**src/rtl/run_length_detector_if.sv**
```systemverilog
// Sample/control inputs and status outputs of the run-length detector.
interface run_length_detector_if #(
  parameter int unsigned CNT_W = 3,
  parameter int unsigned HIT_W = 8
) ();

  logic             en;
  logic             w;
  logic             clr;
  logic [1:0]       mode;
  logic             z;
  logic             z_pulse;
  logic             run_val;
  logic [CNT_W-1:0] run_cnt;
  logic [HIT_W-1:0] hit_cnt;
  logic [1:0]       state;

  modport master (
    output en, w, clr, mode,
    input  z, z_pulse, run_val, run_cnt, hit_cnt, state
  );

  modport slave (
    input  en, w, clr, mode,
    output z, z_pulse, run_val, run_cnt, hit_cnt, state
  );

endinterface

```
**src/rtl/run_length_detector.sv**
```systemverilog
// Tracks runs of identical enabled samples of w and flags runs of at least
// RUN_LEN, with mode-selectable polarity, a match pulse and a saturating hit count.
module run_length_detector #(
  parameter int unsigned RUN_LEN = 4,
  parameter int unsigned CNT_W   = 3,
  parameter int unsigned HIT_W   = 8
) (
  input  logic                   clk,
  input  logic                   rst,
  run_length_detector_if.slave   bus
);

  localparam logic [1:0] S_IDLE  = 2'b00;
  localparam logic [1:0] S_COUNT = 2'b01;
  localparam logic [1:0] S_MATCH = 2'b10;

  localparam logic [CNT_W-1:0] RUN_LEN_C = CNT_W'(RUN_LEN);
  localparam logic [CNT_W-1:0] CNT_ONE   = CNT_W'(1);
  localparam logic [HIT_W-1:0] HIT_MAX   = {HIT_W{1'b1}};

  logic [1:0]       state_q,   state_d;
  logic             run_val_q, run_val_d;
  logic [CNT_W-1:0] run_cnt_q, run_cnt_d;
  logic [HIT_W-1:0] hit_cnt_q, hit_cnt_d;
  logic             z_pulse_q, z_pulse_d;
  logic [CNT_W-1:0] cnt_inc;

  // Polarity qualifier: which run values count as a reportable match.
  function automatic logic qual(input logic [1:0] m, input logic v);
    case (m)
      2'b00:   qual = 1'b1;
      2'b01:   qual = ~v;
      2'b10:   qual = v;
      default: qual = 1'b0;
    endcase
  endfunction

  always_ff @(posedge clk or posedge rst) begin
    if (rst) begin
      state_q   <= S_IDLE;
      run_val_q <= 1'b0;
      run_cnt_q <= '0;
      hit_cnt_q <= '0;
      z_pulse_q <= 1'b0;
    end else begin
      state_q   <= state_d;
      run_val_q <= run_val_d;
      run_cnt_q <= run_cnt_d;
      hit_cnt_q <= hit_cnt_d;
      z_pulse_q <= z_pulse_d;
    end
  end

  assign cnt_inc = run_cnt_q + CNT_ONE;

  // Next state; counting is mode-independent, only pulse/hit are qualified.
  always_comb begin
    state_d   = state_q;
    run_val_d = run_val_q;
    run_cnt_d = run_cnt_q;
    hit_cnt_d = hit_cnt_q;
    z_pulse_d = 1'b0;

    if (bus.clr) begin
      state_d   = S_IDLE;
      run_val_d = 1'b0;
      run_cnt_d = '0;
      hit_cnt_d = '0;
    end else if (bus.en) begin
      case (state_q)
        S_IDLE: begin
          run_val_d = bus.w;
          run_cnt_d = CNT_ONE;
          state_d   = S_COUNT;
        end
        S_COUNT: begin
          if (bus.w == run_val_q) begin
            run_cnt_d = cnt_inc;
            if (cnt_inc == RUN_LEN_C) begin
              state_d = S_MATCH;
              if (qual(bus.mode, bus.w)) begin
                z_pulse_d = 1'b1;
                if (hit_cnt_q != HIT_MAX) hit_cnt_d = hit_cnt_q + HIT_W'(1);
              end
            end
          end else begin
            run_val_d = bus.w;
            run_cnt_d = CNT_ONE;
          end
        end
        S_MATCH: begin
          if (bus.w == run_val_q) begin
            run_cnt_d = RUN_LEN_C;
          end else begin
            run_val_d = bus.w;
            run_cnt_d = CNT_ONE;
            state_d   = S_COUNT;
          end
        end
        default: state_d = S_IDLE;
      endcase
    end
  end

  assign bus.state   = state_q;
  assign bus.run_val = run_val_q;
  assign bus.run_cnt = run_cnt_q;
  assign bus.hit_cnt = hit_cnt_q;
  assign bus.z_pulse = z_pulse_q;
  assign bus.z       = (state_q == S_MATCH) & qual(bus.mode, run_val_q);

endmodule

```
**src/flat_wrapper.sv**
```systemverilog
// flat-port wrapper written by rule: the top's interface ports become plain ports
module run_length_detector_flat 
#(
  parameter int unsigned RUN_LEN = 4,
  parameter int unsigned CNT_W   = 3,
  parameter int unsigned HIT_W   = 8
)
  (clk, rst, bus_en, bus_w, bus_clr, bus_mode, bus_z, bus_z_pulse, bus_run_val, bus_run_cnt, bus_hit_cnt, bus_state);
  run_length_detector_if #(.CNT_W(CNT_W), .HIT_W(HIT_W)) bus_i ();
  input  logic clk;
  input  logic rst;
  input wire logic [$bits(bus_i.en)-1:0] bus_en;
  input wire logic [$bits(bus_i.w)-1:0] bus_w;
  input wire logic [$bits(bus_i.clr)-1:0] bus_clr;
  input wire logic [$bits(bus_i.mode)-1:0] bus_mode;
  output wire logic [$bits(bus_i.z)-1:0] bus_z;
  output wire logic [$bits(bus_i.z_pulse)-1:0] bus_z_pulse;
  output wire logic [$bits(bus_i.run_val)-1:0] bus_run_val;
  output wire logic [$bits(bus_i.run_cnt)-1:0] bus_run_cnt;
  output wire logic [$bits(bus_i.hit_cnt)-1:0] bus_hit_cnt;
  output wire logic [$bits(bus_i.state)-1:0] bus_state;
  assign bus_i.en = bus_en;
  assign bus_i.w = bus_w;
  assign bus_i.clr = bus_clr;
  assign bus_i.mode = bus_mode;
  assign bus_z = bus_i.z;
  assign bus_z_pulse = bus_i.z_pulse;
  assign bus_run_val = bus_i.run_val;
  assign bus_run_cnt = bus_i.run_cnt;
  assign bus_hit_cnt = bus_i.hit_cnt;
  assign bus_state = bus_i.state;
  run_length_detector #(.RUN_LEN(RUN_LEN), .CNT_W(CNT_W), .HIT_W(HIT_W)) u_core (.clk(clk), .rst(rst), .bus(bus_i));
endmodule
```
**config.mk**
```make
export PLATFORM = sky130hd
export DESIGN_NAME = run_length_detector_flat
export DESIGN_NICKNAME = d
export VERILOG_FILES = /design/src/rtl/run_length_detector_if.sv /design/src/rtl/run_length_detector.sv /design/src/flat_wrapper.sv
export SDC_FILE = /design/constraint.sdc
export NUM_CORES = 1
export LEC_CHECK = 0
export CAP_MARGIN = 25
export CELL_PAD_IN_SITES_DETAIL_PLACEMENT = 0
export CELL_PAD_IN_SITES_GLOBAL_PLACEMENT = 1
export CORE_MARGIN = 4
export CORE_UTILIZATION = 41
export CTS_BUF_LIST = sky130_fd_sc_hd__clkbuf_8
export CTS_CLUSTER_SIZE = 28
export DETAILED_ROUTE_END_ITERATION = 7
export PLACE_DENSITY_LB_ADDON = 0.1
export SLEW_MARGIN = 20
export SYNTH_ARGS = -nofsm -noshare
export SYNTH_HDL_FRONTEND = slang
export SYNTH_SLANG_ARGS = --single-unit
```
**constraint.sdc**
```tcl
create_clock -name clk -period 2.58 [get_ports clk]
set_input_delay 0.258 -clock clk [delete_from_list [all_inputs] [get_ports clk]]
set_output_delay 0.258 -clock clk [all_outputs]
set_load 0.02 [all_outputs]
```
* Word-level counts from Yosys, hierarchy flattened
Index checks and enable logic that the tools add are counted.
Storage, ports and cells: register bits after elaboration 15, bits of input ports 7, output and inout port bits 16, logic and storage cells 71
Operators by class: add/sub/neg operators 2, equality and inequality tests 11, muxes and demuxes 35, bitwise logic cells 3, reductions and logical operators 15
Operator list (number):
- $mux 8 | 7
- $mux 1 | 14
- $mux 3 | 4
- $reduce_bool 2->1 | 6
- $mux 2 | 5
- $pmux 3 s3 | 1
- $add 8x1->8 const B | 1
- $ne 8x8->1 const B | 1
- $ne 3x2->1 const B | 2
- $ne 3x3->1 const B | 2
- $pmux 1 s3 | 2
- $pmux 2 s3 | 1
- $reduce_and 6->1 | 1
- $eq 2x1->1 const B | 2
- $eq 2x2->1 const B | 2
- $logic_not 2->1 | 2
- $reduce_and 4->1 | 1
- $reduce_bool 4->1 | 1
- $add 3x1->3 const B | 1
- $eq 3x3->1 const B | 1
- $reduce_and 3->1 | 1
- $reduce_bool 3->1 | 1
- $not 1->1 | 2
- $pmux 1 s2 | 1
- 4 further kinds | 4

* Longest topological paths before layout
Gate-level depths: netlist of run 1.
depth after elaboration 13, gate-level depth with buffers 7

* Worst setup path after synthesis of run 1
OpenSTA, ideal clock, no wires.
path type reg-to-reg, start point register u_core.state_q[1], in the netlist u_core.bus.state[1], end point register u_core.hit_cnt_q[5], in the netlist u_core.bus.hit_cnt[5], data arrival time 1.703 ns, required time 2.440 ns, setup slack 0.738 ns, cell stages (with the launch flop) 8, buffers on the path 1, path through dfrtp_1 -> inv_1 -> ha_1 -> and3_1 -> nand4_2 -> buf_2 -> o311ai_0 -> o41ai_1
Between the ends: cells in the longest elaborated chain, start to end 3
RTL lines:
- start: declaration | line run_length_detector.sv:21 | logic [1:0] state_q, state_d;
- start signal: assignment | line run_length_detector.sv:46 | state_q <= state_d;
- $eq 2x1->1 | line run_length_detector.sv:70 | case (state_q)
- $reduce_bool 2->1 (no line)
- $reduce_and 6->1 (no line)
- end signal: assignment | line run_length_detector.sv:49 | hit_cnt_q <= hit_cnt_d;
- end: declaration | line run_length_detector.sv:24 | logic [HIT_W-1:0] hit_cnt_q, hit_cnt_d;
No other way between the ends. A chain may end at the register's enable or synchronous reset.

* Worst setup path after layout of run 1
start point register u_core.state_q[1], in the netlist u_core.bus.state[1], end point register u_core.hit_cnt_q[4], in the netlist u_core.bus.hit_cnt[4]
Same word-level chain as after synthesis.

==> results of run 1 <==
## flip-flops by register name, indices dropped and copies added, names as in the netlist
name / count
u_core.bus.z_pulse: 1
u_core.bus.state: 2
u_core.bus.run_cnt: 3
u_core.bus.hit_cnt: 8
u_core.bus.run_val: 1
## per-stage QoR
step / instances / instance area, um2 / hold WS [ns] / worst slack (ns)
final: 153 / 1240 / 0.378 / 0.448
after global routing: 153 / 1240 / 0.442 / 0.302
after CTS: 153 / 1240 / 0.401 / 0.439
after detailed placement: 149 / 1190 / 0.548 / 0.296
after global placement: 149 / 1190 / 0.545 / 0.357
after floorplan: 100 / 938 / 0.159 / 0.738
## how the worst max path moves through the flow
| stage | start | to | slack (ns) | cells after the start |
|---|---|---|---|---|
| 2_1_floorplan | u_core.bus.state[1] | u_core.bus.hit_cnt[5] | 0.74 | 7 |
| 3_3_place_gp | bus_w | u_core.bus.hit_cnt[4] | 0.36 | 5 |
| 3_5_place_dp | bus_w | u_core.bus.hit_cnt[4] | 0.30 | 5 |
| 4_1_cts | u_core.bus.state[1] | u_core.bus.hit_cnt[4] | 0.44 | 6 |
| 5_1_grt | u_core.bus.state[1] | u_core.bus.hit_cnt[3] | 0.30 | 6 |
| 6_report | u_core.bus.state[1] | u_core.bus.hit_cnt[4] | 0.45 | 6 |
## kinds of logic after synthesis
logic type | count (synthesis) | share of synthesized area
buf+inv | 11 | 0.0453
mux | 4 | 0.0440
fa+ha+maj | 7 | 0.0933
flops | 15 | 0.400
xor+xnor | 2 | 0.0387
compound gates | 25 | 0.168
simple gates | 36 | 0.211
## power groups by stage
stage               combinational, uW  clock (uW)  sequential, uW
floorplan                        38.3           0             257
global placement                 77.2           0             252
detailed placement               78.5           0             252
CTS                              78.6         192             248
global route                     84.8         203             249
finish                           77.5         185             247
## critical path, stage by stage (launching register included)
cell and delay, ns:
dfrtp_1 0.43, inv_1 0.10, ha_1 0.26, and3_1 0.20
nand4_2 0.32, or4_1 0.60, a21oi_1 0.16
## cell usage in the layout, fill, tap and decap left out
cell type        count
clkdlybuf4s50_1     22
dfrtp_1             15
inv_1               10
o21ai_0              7
ha_1                 7
nor2_1               6
a21oi_1              6
nand2_1              6
nand3_1              5
mux2i_1              3
and3_1               3
nand4_1              3
nor3_1               3
o31ai_1              3
or4_1                3
o41ai_1              3
clkbuf_8             3
or3_1                2
a31oi_1              2
nor2b_1              2
xnor2_4              1
xor2_1               1
nand4_2              1
a211oi_1             1
and3b_1              1
o21a_1               1
a21o_1               1
and2_1               1
o311ai_0             1
mux2_2               1
buf_4                1
## cell type report
type,instances,area [um2]
inverters,9,33.8
repair buffers,23,228
clock inverters,1,3.75
fillers,204,953
flip-flops and latches,15,375
well taps,28,35.0
multi-input cells,74,520
clock buffers,3,41.3
## metal layers
metal | global-route usage | up-vias | share of wire
met5 | 0 | - | 0
met4 | 0.0610 | 0 | 0.0067
met3 | 0.0209 | 2 | 0.031
met2 | 0.245 | 12 | 0.49
met1 | 0.171 | 398 | 0.47
li1 | - | 417 | -
==> flow_metrics.tcl, run 1 <==
set metrics [dict create \
    status "completed" \
    path_max_fanout 15 \
    synth_seq_cells 15 \
    synth_warnings 0 \
    nets 140 \
    htree_levels 1 \
    hold_viol_final 0 \
    grt_overflow_total 0 \
    power_density_nw_per_um2 412 \
    synth.avg_cell_area_um2 9.38 \
    initial_core_util 0.428 \
    antenna_found_initial 0 \
    p_leak_uw 0.000540 \
    synth_common_cells "dfrtp_1 (15), inv_1 (9), ha_1 (7), o21ai_0 (7)" \
    pwr-share-clk 0.363 \
    top_level_ports 23 \
    hpwl_um 1560 \
    relSlewSlack 0.606 \
    ant_nets 0 \
    r2r_start "u_core.bus.state[1]" \
    grt_pass1_vias 798 \
    dieWidth_um 55.8 \
    internal-power_uw 380 \
    io_buffers 22 \
    dr.pass1.iters 4 \
    tritoncts "yes" \
    syn_to_final_growth_pct 31.9 \
    hold_path_class "in -> async" \
    syn_nets 114 \
    final_util 0.565 \
    worstSetupPathType "reg -> reg" \
    rsz0062_at_grt "false" \
    yosysTopAreaCell "dfrtp_1" \
    via_count 829 \
    num_antenna_cells 0 \
    clock-skew-final_ns 0.000726 \
    finalCritPeriodShare 0.827 \
    dieArea_um2 3120 \
    combPwrFrac 0.152 \
    startpoint_type "flop" \
    max_freq_mhz 469 \
    yosysTopAreaCellShare 0.400 \
    cts_root_buffer "clkbuf_8" \
    total_power_uw 510 \
    ys_types 30 \
    maxCapViolCount 0 \
    drc_errors 0 \
    core_area_um2 2190 \
    end_kind "flop" \
    wl_um 2090 \
    async_flop_share 1.00 \
    cts_buffers 3 \
    place.gp.congestion 0.778 \
    drt_iter0_markers 5 \
    fin_setup_tns_ns 0 \
    clkTransAtPathRegs_ns 0.06 \
    die_y_um 55.8 \
    switchingPower_uw 130 \
    cts_hold_buffers 0 \
    grt_pass1_wl_um 3500 \
    synth-edff-count 0 \
    grtUsageTotal 0.141 \
    drv_slew 0 \
    drive_gt1_frac 0.0560 \
    p_sw_frac 0.254 \
    setup_viol 0 \
    synth_area_um2 938 \
    fin_crit_ns 2.13 \
    postSynthCellCount 100 \
    seqPwrFrac 0.485 \
    peakVddDrop_mv 0.300 \
    regToRegSetupSlack_ns 0.45 \
    rows 17 \
    rr_endpoint "u_core.bus.hit_cnt[4]" \
    cp.required_ns 2.75 \
    cts_buffer_depth 2 \
    ys.flop_type "dfrtp_1" \
    post_cts_buffers 0 \
    rr_worst_depth 6 \
    post-synth-top-count-cell "dfrtp_1" \
    worst_slew_pin_slew_ns 0.590 \
    cts_resized 0 \
    wl_per_cell_um 13.7 \
    clkLatencyLatePin_ns 0.24 \
    arrival_ns 2.30 \
    yosys-top-cells-area "dfrtp_1 (40%), ha_1 (9.3%), o21ai_0 (3.7%), inv_1 (3.6%), a21oi_1 (3.2%)" \
    viasPerCell 5.42 \
    numClockSinks 15 \
    grt_max_degree 16 \
    yosysSeqAreaShare 0.400 \
]
(Power assumes the default switching activity.)
==> run 2, diff against run 1 <==
--- a/config.mk
+++ b/config.mk
@@ -9,7 +9,7 @@
 export CELL_PAD_IN_SITES_DETAIL_PLACEMENT = 0
 export CELL_PAD_IN_SITES_GLOBAL_PLACEMENT = 1
 export CORE_MARGIN = 4
-export CORE_UTILIZATION = 41
+export CORE_UTILIZATION = 38
 export CTS_BUF_LIST = sky130_fd_sc_hd__clkbuf_8
 export CTS_CLUSTER_SIZE = 28
 export DETAILED_ROUTE_END_ITERATION = 7
==> constraint.sdc (replaced) <==
create_clock -name clk -period 2.2 [get_ports clk]
set_input_delay 0.22 -clock clk [delete_from_list [all_inputs] [get_ports clk]]
set_output_delay 0.22 -clock clk [all_outputs]
set_load 0.02 [all_outputs]
==> run 2 against run 1 <==
  * Setup slack lost 0.27 ns
  * Wire length grew 5.6%
  * Register-to-register slack worse by 0.23 ns
  * Sequential share of layout area down 0.75 points
  * Flip-flop and latch count stayed put
  * Clock skew about the same
  * Clock power rose by 21%
  * Highest routed layer unchanged
==> flow_metrics.tcl, run 2 (same netlist as run 1, synthesis figures left out) <==
set metrics [dict create \
    htree_levels 1 \
    regToRegSetupSlack_ns 0.22 \
    setup_viol 0 \
    clkTransAtPathRegs_ns 0.06 \
    grtUsageTotal 0.143 \
    tritoncts "yes" \
    wl_per_cell_um 14.2 \
    rsz0062_at_grt "false" \
    dp.cells 152 \
    grt_pass1_wl_um 3730 \
    layout_setup_ws_ns 0.181 \
    worstSetupPathType "reg -> out" \
    nets 143 \
    hpwl_um 1640 \
    final.fill_count 226 \
    top_level_ports 23 \
    rows 17 \
    syn_to_final_growth_pct 35.2 \
    clkLatencyLatePin_ns 0.25 \
    max_freq_mhz 495 \
    post_cts_buffers 0 \
    end_kind "output pin" \
    maxCapViolCount 0 \
    multi_input_area_um2 529 \
    power_density_nw_per_um2 479 \
    status "completed" \
    cts_root_buffer "clkbuf_8" \
    dr.pass1.iters 4 \
    fin_setup_tns_ns 0 \
    die_y_um 57.7 \
    finalCritPeriodShare 0.918 \
    num_antenna_cells 0 \
    grt_overflow_total 0 \
    drive_gt1_frac 0.0781 \
    worst_slew_pin_slew_ns 0.604 \
    dieWidth_um 57.7 \
    grt_pass1_vias 845 \
    hold_viol_final 0 \
    ant_nets 0 \
    core_area_um2 2280 \
    cp.required_ns 1.98 \
    layout_commonest_cell "clkdlybuf4s50_1" \
    grt_max_degree 16 \
    path_max_fanout 6 \
    place.gp.congestion 0.833 \
    via_count 865 \
    ff_latch_area_um2 375 \
    startpoint_type "flop" \
    p_leak_uw 0.000550 \
    viasPerCell 5.54 \
    hold_path_class "in -> async" \
    fin_crit_ns 2.02 \
    arrival_ns 1.80 \
    post-place-ws_ns 0.115 \
    wl_um 2210 \
    relSlewSlack 0.597 \
    dieArea_um2 3330 \
    numClockSinks 15 \
    peakVddDrop_mv 0.263 \
    layout_common_cells "clkdlybuf4s50_1 (22), dfrtp_1 (15), inv_1 (10)" \
    drc_errors 0 \
    final_cell_count_no_fill 156 \
    largest_reg_flops 8 \
    cts_buffer_depth 2 \
    clock-skew-final_ns 0.000855 \
    initial_core_util 0.412 \
    cts_buffers 3 \
    io_buffers 22 \
    rr_worst_depth 6 \
    drt_iter0_markers 18 \
    antenna_found_initial 0 \
    drv_slew 0 \
]
## run 2: cell types whose count changed in the layout (fill, tap and decap cells not counted)
cell / before / now
nand4_4: 0 / 1
buf_4: 1 / 4
nand4_2: 1 / 0
## run 2: critical path, cell delays in order, from the launching register on
cell and delay, ns:
dfrtp_1 0.41, inv_1 0.12, ha_1 0.26, and2_1 0.16
clkdlybuf4s50_1 0.60
## run 2: timing repair
item | in CTS | in global routing
hold buffers | 0 | 0
resized for setup | 0 | 1
endpoints found under the setup margin | 0 | 1
## run 2: through the flow
stage / utilization / instance area (um2) / total power (uW) / hold slack, ns
CTS: 0.554 / 1260 / 618 / 0.353
global route: 0.557 / 1270 / 642 / 0.412
global placement: 0.534 / 1210 / 388 / 0.544
finish: 0.557 / 1270 / 608 / 0.338
floorplan: - / 938 / 346 / 0.121
detailed placement: 0.534 / 1210 / 388 / 0.549
## run 2: report_power, final
part / internal, uW / total [uW] / switching (uW) / leakage (uW)
logic: 42.0 / 94.2 / 52.2 / 0.000316
registers: 282 / 290 / 8.38 / 0.000207
clock network: 124 / 224 / 99.9 / 0.0000269
total: 447 / 608 / 160 / 0.000550
## run 2: final cells by class
| cell class | instances | share of cell area |
|---|---|---|
| clock buffer | 3 | 0.0325 |
| clock inverter | 1 | 0.00296 |
| inverter | 9 | 0.0266 |
| multi-input combinational | 74 | 0.417 |
| sequential | 15 | 0.296 |
| tap | 28 | 0.0276 |
| timing repair buffer | 26 | 0.197 |
## run 2: path summary, 6_finish.rpt
kind	start	endpoint
setup / recovery	u_core.bus.state[0]	bus_z
hold / removal	rst	u_core.bus.run_cnt[1]
setup reg to reg	u_core.bus.state[1]	u_core.bus.hit_cnt[3]
hold reg to reg	u_core.bus.run_cnt[1]	u_core.bus.run_cnt[1]
max in group asynchronous	rst	u_core.bus.z_pulse
min in group clk	u_core.bus.run_cnt[1]	u_core.bus.run_cnt[1]
## run 2: layer usage
| layer | part of all wire | vias up | track usage | routed length (um) |
|---|---|---|---|---|
| met3 | 0.058 | 4 | 0.0334 | 128 |
| met4 | 0.011 | 0 | 0.0695 | 25 |
| met5 | 0 | - | 0 | 0 |
| li1 | - | 425 | - | - |
| met1 | 0.45 | 415 | 0.179 | 990 |
| met2 | 0.48 | 21 | 0.229 | 1070 |
==> run 3, diff against run 2 <==
--- a/config.mk
+++ b/config.mk
@@ -11,6 +11,7 @@
 export CORE_MARGIN = 4
 export CORE_UTILIZATION = 38
 export CTS_BUF_LIST = sky130_fd_sc_hd__clkbuf_8
+export CTS_CLUSTER_DIAMETER = 30
 export CTS_CLUSTER_SIZE = 28
 export DETAILED_ROUTE_END_ITERATION = 7
 export PLACE_DENSITY_LB_ADDON = 0.1
==> results of run 3 <==
The final DEF is identical to that of run 2; final timing and power are the same.
